[src/rtl/regfile_mp_if.sv]
`default_nettype none
// ============================================================================
// Module   : regfile_mp_if
// Purpose  : Write, read, scoreboard and clear-control bundle for regfile_mp
// Revision : 1.0
// ============================================================================
interface regfile_mp_if #(
    parameter int DATA_W = 16,
    parameter int ADDR_W = 3
);
    logic              we_a;
    logic [ADDR_W-1:0] waddr_a;
    logic [DATA_W-1:0] wdata_a;
    logic              we_b;
    logic [ADDR_W-1:0] waddr_b;
    logic [DATA_W-1:0] wdata_b;
    logic [ADDR_W-1:0] raddr_0;
    logic [ADDR_W-1:0] raddr_1;
    logic [ADDR_W-1:0] raddr_2;
    logic [DATA_W-1:0] rdata_0;
    logic [DATA_W-1:0] rdata_1;
    logic [DATA_W-1:0] rdata_2;
    logic              pend_0;
    logic              pend_1;
    logic              pend_2;
    logic              set_pend;
    logic [ADDR_W-1:0] set_pend_addr;
    logic              clear_req;
    logic              busy;

    modport master (
        output we_a, waddr_a, wdata_a, we_b, waddr_b, wdata_b,
        output raddr_0, raddr_1, raddr_2, set_pend, set_pend_addr, clear_req,
        input  rdata_0, rdata_1, rdata_2, pend_0, pend_1, pend_2, busy
    );

    modport slave (
        input  we_a, waddr_a, wdata_a, we_b, waddr_b, wdata_b,
        input  raddr_0, raddr_1, raddr_2, set_pend, set_pend_addr, clear_req,
        output rdata_0, rdata_1, rdata_2, pend_0, pend_1, pend_2, busy
    );
endinterface
`default_nettype wire

[src/rtl/regfile_mp.sv]
`default_nettype none
// ============================================================================
// Module   : regfile_mp
// Purpose  : 3-read / 2-write register file with bypass, pending scoreboard
//            and a sequential soft-clear engine
// Revision : 1.0
// ============================================================================
module regfile_mp #(
    parameter int DATA_W   = 16,
    parameter int ADDR_W   = 3,
    parameter int BYPASS   = 1,
    parameter int ZERO_REG = 0
) (
    input  wire logic   clk,
    input  wire logic   nRESET,
    regfile_mp_if.slave bus
);
    localparam int c_DEPTH = 2 ** ADDR_W;
    localparam int c_NRD   = 3;

    typedef enum logic [0:0] {
        ST_IDLE  = 1'b0,
        ST_CLEAR = 1'b1
    } state_t;

    state_t             r_state_q;
    state_t             w_state_d;
    logic [ADDR_W-1:0]  r_ptr_q;
    logic [ADDR_W-1:0]  w_ptr_d;
    logic [DATA_W-1:0]  r_mem_q [c_DEPTH];
    logic [DATA_W-1:0]  w_mem_d [c_DEPTH];
    logic [c_DEPTH-1:0] r_pend_q;
    logic [c_DEPTH-1:0] w_pend_d;

    logic               w_wr_a;
    logic               w_wr_b;
    logic               w_set;
    logic               w_byp_en;
    logic [ADDR_W-1:0]  w_raddr   [c_NRD];
    logic [DATA_W-1:0]  w_rdata   [c_NRD];
    logic [c_NRD-1:0]   w_pend_rd;

    // With ZERO_REG, address 0 never accepts data or a pending mark.
    assign w_wr_a   = bus.we_a && !(ZERO_REG != 0 && bus.waddr_a == '0);
    assign w_wr_b   = bus.we_b && !(ZERO_REG != 0 && bus.waddr_b == '0);
    assign w_set    = bus.set_pend && !(ZERO_REG != 0 && bus.set_pend_addr == '0);
    assign w_byp_en = (BYPASS != 0) && (r_state_q == ST_IDLE);

    always_comb begin
        w_state_d = r_state_q;
        w_ptr_d   = r_ptr_q;
        w_mem_d   = r_mem_q;
        w_pend_d  = r_pend_q;
        case (r_state_q)
            ST_IDLE: begin
                if (w_wr_a) begin
                    w_mem_d[bus.waddr_a]  = bus.wdata_a;
                    w_pend_d[bus.waddr_a] = 1'b0;
                end
                // Port B after port A so B wins an address collision.
                if (w_wr_b) begin
                    w_mem_d[bus.waddr_b]  = bus.wdata_b;
                    w_pend_d[bus.waddr_b] = 1'b0;
                end
                if (w_set) begin
                    w_pend_d[bus.set_pend_addr] = 1'b1;
                end
                if (bus.clear_req) begin
                    w_state_d = ST_CLEAR;
                    w_ptr_d   = '0;
                end
            end
            ST_CLEAR: begin
                w_mem_d[r_ptr_q]  = '0;
                w_pend_d[r_ptr_q] = 1'b0;
                w_ptr_d           = r_ptr_q + 1'b1;
                if (r_ptr_q == ADDR_W'(c_DEPTH - 1)) begin
                    w_state_d = ST_IDLE;
                end
            end
            default: begin
                w_state_d = ST_IDLE;
            end
        endcase
    end

    always_ff @(posedge clk or negedge nRESET) begin
        if (!nRESET) begin
            r_state_q <= ST_IDLE;
            r_ptr_q   <= '0;
            r_pend_q  <= '0;
            for (int i = 0; i < c_DEPTH; i++) begin
                r_mem_q[i] <= '0;
            end
        end else begin
            r_state_q <= w_state_d;
            r_ptr_q   <= w_ptr_d;
            r_pend_q  <= w_pend_d;
            r_mem_q   <= w_mem_d;
        end
    end

    assign w_raddr[0] = bus.raddr_0;
    assign w_raddr[1] = bus.raddr_1;
    assign w_raddr[2] = bus.raddr_2;

    // Pending bits are never forwarded; only data takes the bypass path.
    always_comb begin
        for (int n = 0; n < c_NRD; n++) begin
            w_rdata[n]   = r_mem_q[w_raddr[n]];
            w_pend_rd[n] = r_pend_q[w_raddr[n]];
            if (ZERO_REG != 0 && w_raddr[n] == '0) begin
                w_rdata[n]   = '0;
                w_pend_rd[n] = 1'b0;
            end else if (w_byp_en && bus.we_b && bus.waddr_b == w_raddr[n]) begin
                w_rdata[n] = bus.wdata_b;
            end else if (w_byp_en && bus.we_a && bus.waddr_a == w_raddr[n]) begin
                w_rdata[n] = bus.wdata_a;
            end
        end
    end

    assign bus.rdata_0 = w_rdata[0];
    assign bus.rdata_1 = w_rdata[1];
    assign bus.rdata_2 = w_rdata[2];
    assign bus.pend_0  = w_pend_rd[0];
    assign bus.pend_1  = w_pend_rd[1];
    assign bus.pend_2  = w_pend_rd[2];
    assign bus.busy    = (r_state_q == ST_CLEAR);

endmodule
`default_nettype wire

[src/flat_wrapper.sv]
// flat-port wrapper written by rule: the top's interface ports become plain ports
module regfile_mp_flat 
#(
    parameter int DATA_W   = 16,
    parameter int ADDR_W   = 3,
    parameter int BYPASS   = 1,
    parameter int ZERO_REG = 0
)
  (clk, nRESET, bus_we_a, bus_waddr_a, bus_wdata_a, bus_we_b, bus_waddr_b, bus_wdata_b, bus_raddr_0, bus_raddr_1, bus_raddr_2, bus_set_pend, bus_set_pend_addr, bus_clear_req, bus_rdata_0, bus_rdata_1, bus_rdata_2, bus_pend_0, bus_pend_1, bus_pend_2, bus_busy);
  regfile_mp_if #(.DATA_W(DATA_W), .ADDR_W(ADDR_W)) bus_i ();
  input  wire logic clk;
  input  wire logic nRESET;
  input wire logic [$bits(bus_i.we_a)-1:0] bus_we_a;
  input wire logic [$bits(bus_i.waddr_a)-1:0] bus_waddr_a;
  input wire logic [$bits(bus_i.wdata_a)-1:0] bus_wdata_a;
  input wire logic [$bits(bus_i.we_b)-1:0] bus_we_b;
  input wire logic [$bits(bus_i.waddr_b)-1:0] bus_waddr_b;
  input wire logic [$bits(bus_i.wdata_b)-1:0] bus_wdata_b;
  input wire logic [$bits(bus_i.raddr_0)-1:0] bus_raddr_0;
  input wire logic [$bits(bus_i.raddr_1)-1:0] bus_raddr_1;
  input wire logic [$bits(bus_i.raddr_2)-1:0] bus_raddr_2;
  input wire logic [$bits(bus_i.set_pend)-1:0] bus_set_pend;
  input wire logic [$bits(bus_i.set_pend_addr)-1:0] bus_set_pend_addr;
  input wire logic [$bits(bus_i.clear_req)-1:0] bus_clear_req;
  output wire logic [$bits(bus_i.rdata_0)-1:0] bus_rdata_0;
  output wire logic [$bits(bus_i.rdata_1)-1:0] bus_rdata_1;
  output wire logic [$bits(bus_i.rdata_2)-1:0] bus_rdata_2;
  output wire logic [$bits(bus_i.pend_0)-1:0] bus_pend_0;
  output wire logic [$bits(bus_i.pend_1)-1:0] bus_pend_1;
  output wire logic [$bits(bus_i.pend_2)-1:0] bus_pend_2;
  output wire logic [$bits(bus_i.busy)-1:0] bus_busy;
  assign bus_i.we_a = bus_we_a;
  assign bus_i.waddr_a = bus_waddr_a;
  assign bus_i.wdata_a = bus_wdata_a;
  assign bus_i.we_b = bus_we_b;
  assign bus_i.waddr_b = bus_waddr_b;
  assign bus_i.wdata_b = bus_wdata_b;
  assign bus_i.raddr_0 = bus_raddr_0;
  assign bus_i.raddr_1 = bus_raddr_1;
  assign bus_i.raddr_2 = bus_raddr_2;
  assign bus_i.set_pend = bus_set_pend;
  assign bus_i.set_pend_addr = bus_set_pend_addr;
  assign bus_i.clear_req = bus_clear_req;
  assign bus_rdata_0 = bus_i.rdata_0;
  assign bus_rdata_1 = bus_i.rdata_1;
  assign bus_rdata_2 = bus_i.rdata_2;
  assign bus_pend_0 = bus_i.pend_0;
  assign bus_pend_1 = bus_i.pend_1;
  assign bus_pend_2 = bus_i.pend_2;
  assign bus_busy = bus_i.busy;
  regfile_mp #(.DATA_W(DATA_W), .ADDR_W(ADDR_W), .BYPASS(BYPASS), .ZERO_REG(ZERO_REG)) u_core (.clk(clk), .nRESET(nRESET), .bus(bus_i));
endmodule
[config.mk]
export PLATFORM = sky130hd
export DESIGN_NAME = regfile_mp_flat
export DESIGN_NICKNAME = d
export VERILOG_FILES = /design/src/rtl/regfile_mp_if.sv /design/src/rtl/regfile_mp.sv /design/src/flat_wrapper.sv
export SDC_FILE = /design/constraint.sdc
export NUM_CORES = 1
export LEC_CHECK = 0
export CORE_MARGIN = 4
export CORE_UTILIZATION = 46
export CTS_CLUSTER_SIZE = 30
export DETAILED_ROUTE_END_ITERATION = 7
export DONT_BUFFER_PORTS = 1
export SYNTH_ARGS = -nofsm -noshare
export SYNTH_HDL_FRONTEND = slang
export SYNTH_SLANG_ARGS = --single-unit
export TNS_END_PERCENT = 30
[constraint.sdc]
create_clock -name clk -period 2.44 [get_ports clk]
set_clock_uncertainty 0.15 [all_clocks]
set_input_delay 0.488 -clock clk [delete_from_list [all_inputs] [get_ports clk]]
set_output_delay 0.488 -clock clk [all_outputs]
set_load 0.03 [all_outputs]
==> metrics <==
fillers about 2300; Crit path max-delay family multiplexers; FF-to-FF setup slack approximately 110 ps; Slowest-stage cell, CP mux4_2; Layout Nets roughly 1300; placed cell areas roughly 0.013 sq mm; Slew Viols, Final 0; register area about 0.0035 sq mm; pin count of the biggest net entering global routing between 100 and 150; IO buf count 0; gr usage total a little under a third; startpoint types register; WS Path Type reg2out; first-pass GRT wire length approximately 70000 microns; arrival time worst endpoint 2080 ps; clk slew on worst S/H paths about 80 ps; CTS root buf clkbuf_16; Synth cell types between 40 and 50; placed wire-length estimate approximately 30000 microns; diodes inserted 0; Leak Pwr about 6.7 nW; worst-margin pin slew roughly 690 ps; Synth Instances between 1000 and 1500; relative slew slack roughly 54%; Final WS setup -282 ps; vias in the first global route approximately 11000; Int Power ~9 mW; IR Drop Worst-Case VDD slightly above 0.0007 V; drt drc 0; Finished Cell Area about 0.015 sq mm; IO Count ~110; Skew-Pair Late Insertion Delay ~430 ps; crit path buf inv count 1; Sw Pwr roughly 6.7 mW; Switching Share a little over two fifths; delay of the slowest critical-path stage approximately 490 ps; post-synthesis sequential area ratio 27.5%; Syn-to-layout area delta 16.6%; Die X roughly 170 microns; final hold violation count 140; Num CTS Buffers 17; post-place setup slack between 5 and 6 ps; WP depth 5; failing checks hold timing, setup timing; Finished Layout Cells approximately 1600; HP Class in2async; sequential cell fraction of total power between 20% and 30%; vias between 10000 and 15000; Async SR Flop Fraction 100%; CTS Hold Bufs 1; WP data required ~1800 ps; multi-input logic area between 0.008 and 0.009 sq mm; hold_ws -400 ps; Setup crit end bus_rdata_1[8]; Main synth FF type dfrtp_1; # placed instances ~1500; Setup-failing EPs final 48; CORE AREA 0.0271 sq mm; crit-path cells mux4_2 > mux2_4 > mux2i_2 > o21ai_2 > buf_6; Yosys reg bits 140; worst reg2reg path endpoint u_core.r_mem_q[45]; via/cell ratio 6.80; synthesized area per cell between 10 and 15 sq um; syn_nets 1268; final wirelength ~47000 microns; Clk network pwr share 18.2%; PwrDens a little over 1000 mW/mm^2; CTS tree yes; crit path from u_core.r_mem_q[40]; GRT overflow 0; Mapped Area ~0.013 sq mm; gp weighted congestion 0.857; Reg-to-Reg Start u_core.bus.busy; critical path capture point type output port; Fmax achieved ~370 MHz; Initial DRC Count roughly 1300; unrepaired setup endpoints after global routing true; MaxCap Viol Count 0; CTS max path bufs 2; Starting Density a little under half; antenna-violating nets left 0; r2r worst-path depth 7; Rows 60; htree depth 4; fin crit period ~2700 ps; share of post-route cells with drive strength above 1 between 30% and 40%; Layout Utilization 54.9%; full die area slightly above 0.03 sq mm; Gate power share ~53%; initial antenna violation count 0; Yosys Warn Count 0; WL per Instance ~30 microns; DRT Pass-1 Iters 6; die height between 150 and 200 microns; status complete, but fails checks; Post-synth EDFFs 0; CTS Sinks 140; crit path max fanout 4; Final Cycle Share 112%
cells in the mapped netlist (3+ instances only):
library cell	instances	share of area, %
o21ai_1	38	1.5
mux4_2	52	9.2
mux2i_1	160	13
buf_4	12	0.71
nor4_2	3	0.29
o21ai_0	131	5.1
buf_2	35	1.4
nor2b_1	24	1.2
inv_1	4	0.12
mux4_1	50	10
a32oi_1	5	0.34
xor2_1	9	0.62
a22oi_1	3	0.18
nand2_1	172	5.1
a21oi_1	22	0.86
and2_1	3	0.15
nor2_1	21	0.62
a31oi_1	4	0.20
clkbuf_1	74	2.2
o31ai_1	18	1.1
buf_6	9	0.79
nand4b_2	3	0.35
buf_12	7	1.1
nand4_2	3	0.29
mux2_2	115	10
xnor2_1	9	0.62
dfrtp_1	140	27
a22o_1	32	2.2
a21o_1	16	0.94
a211oi_1	16	0.94
worst min-delay path by stage:
stage                               to  depth (start not counted)  startpoint  slack, ps
floorplan              u_core.bus.busy                          0      nRESET         40
global placement    u_core.r_mem_q[66]                          0      nRESET         50
detailed placement  u_core.r_mem_q[18]                          0      nRESET         50
CTS                 u_core.r_mem_q[18]                          0      nRESET       -410
global route        u_core.r_mem_q[16]                          0      nRESET       -410
finish              u_core.r_mem_q[66]                          0      nRESET       -400
power groups by stage:
stage	clock (mW)	sequential, mW	combinational [mW]
2_1_floorplan	0	3.97	5.44
3_3_place_gp	0	4.36	7.07
3_5_place_dp	0	4.45	7.19
4_1_cts	2.80	4.36	7.88
5_1_grt	2.90	4.56	8.65
6_report	2.81	4.46	8.16
cell usage in the layout, fill, tap and decap left out, types with 20 or more instances in the layout:
cell / synthesis / routed
nor2_1: 21 / 21
mux2_4: 0 / 20
a22o_1: 32 / 32
mux2_2: 115 / 95
nor2b_1: 24 / 23
dfrtp_1: 140 / 127
mux2i_1: 160 / 135
buf_12: 7 / 22
buf_4: 12 / 84
o21ai_2: 0 / 36
o21ai_0: 131 / 121
nand2_1: 172 / 168
mux4_2: 52 / 92
mux2i_2: 0 / 22
through the flow:
stage / setup TNS (ps) / total power [mW]
finish: -10490 / 15.4
global route: -13480 / 16.1
CTS: -10410 / 15.0
detailed placement: 0 / 11.6
global placement: -3.09 / 11.4
floorplan: -4.09 / 9.41
what timing repair did:
| item | in CTS | in global routing |
|---|---|---|
| hold endpoints to repair | 142 | 140 |
| gates resized for setup | 70 | 34 |
| endpoints found under the setup margin | 48 | 59 |
| setup buffers | 42 | 6 |
| pin swaps | 28 | 11 |
| gates cloned | 2 | 1 |
state kept, by name, indices dropped and copies added (netlist names):
name	cells
u_core.bus.busy	1
u_core.r_ptr_q	3
u_core.r_mem_q	128
u_core.r_pend_q	8
layer usage:
metal / routed length, microns / up-vias / track usage (%)
met3: 6610 / 112 / 11.9
met5: 0 / - / 0
li1: - / 4568 / -
met2: 20000 / 730 / 43.1
met4: 1650 / 0 / 9.80
met1: 19200 / 5465 / 43.1
logic make-up (layout without fill, tap and decap cells):
logic type	after synthesis	count (layout)	synth area share, %
AOI/OAI and AO/OA	285	285	13.4
xor gates and xnor gates	18	18	1.24
adders and majority gates	2	2	0.196
buffers and inverters	146	163	6.59
DFF	140	140	27.5
muxes	377	377	42.2
and+or+nand+nor	242	242	8.93
layout make-up:
type                            instances  share of cell area (%)
Clock buffer                           17                    2.86
Clock inverter                         15                    1.29
Inverter                                5                   0.126
Multi-Input combinational cell        924                    59.9
Sequential cell                       140                    23.7
Tap cell                              372                    3.13
Timing Repair Buffer                  126                    9.04
(Power assumes the default switching activity.)
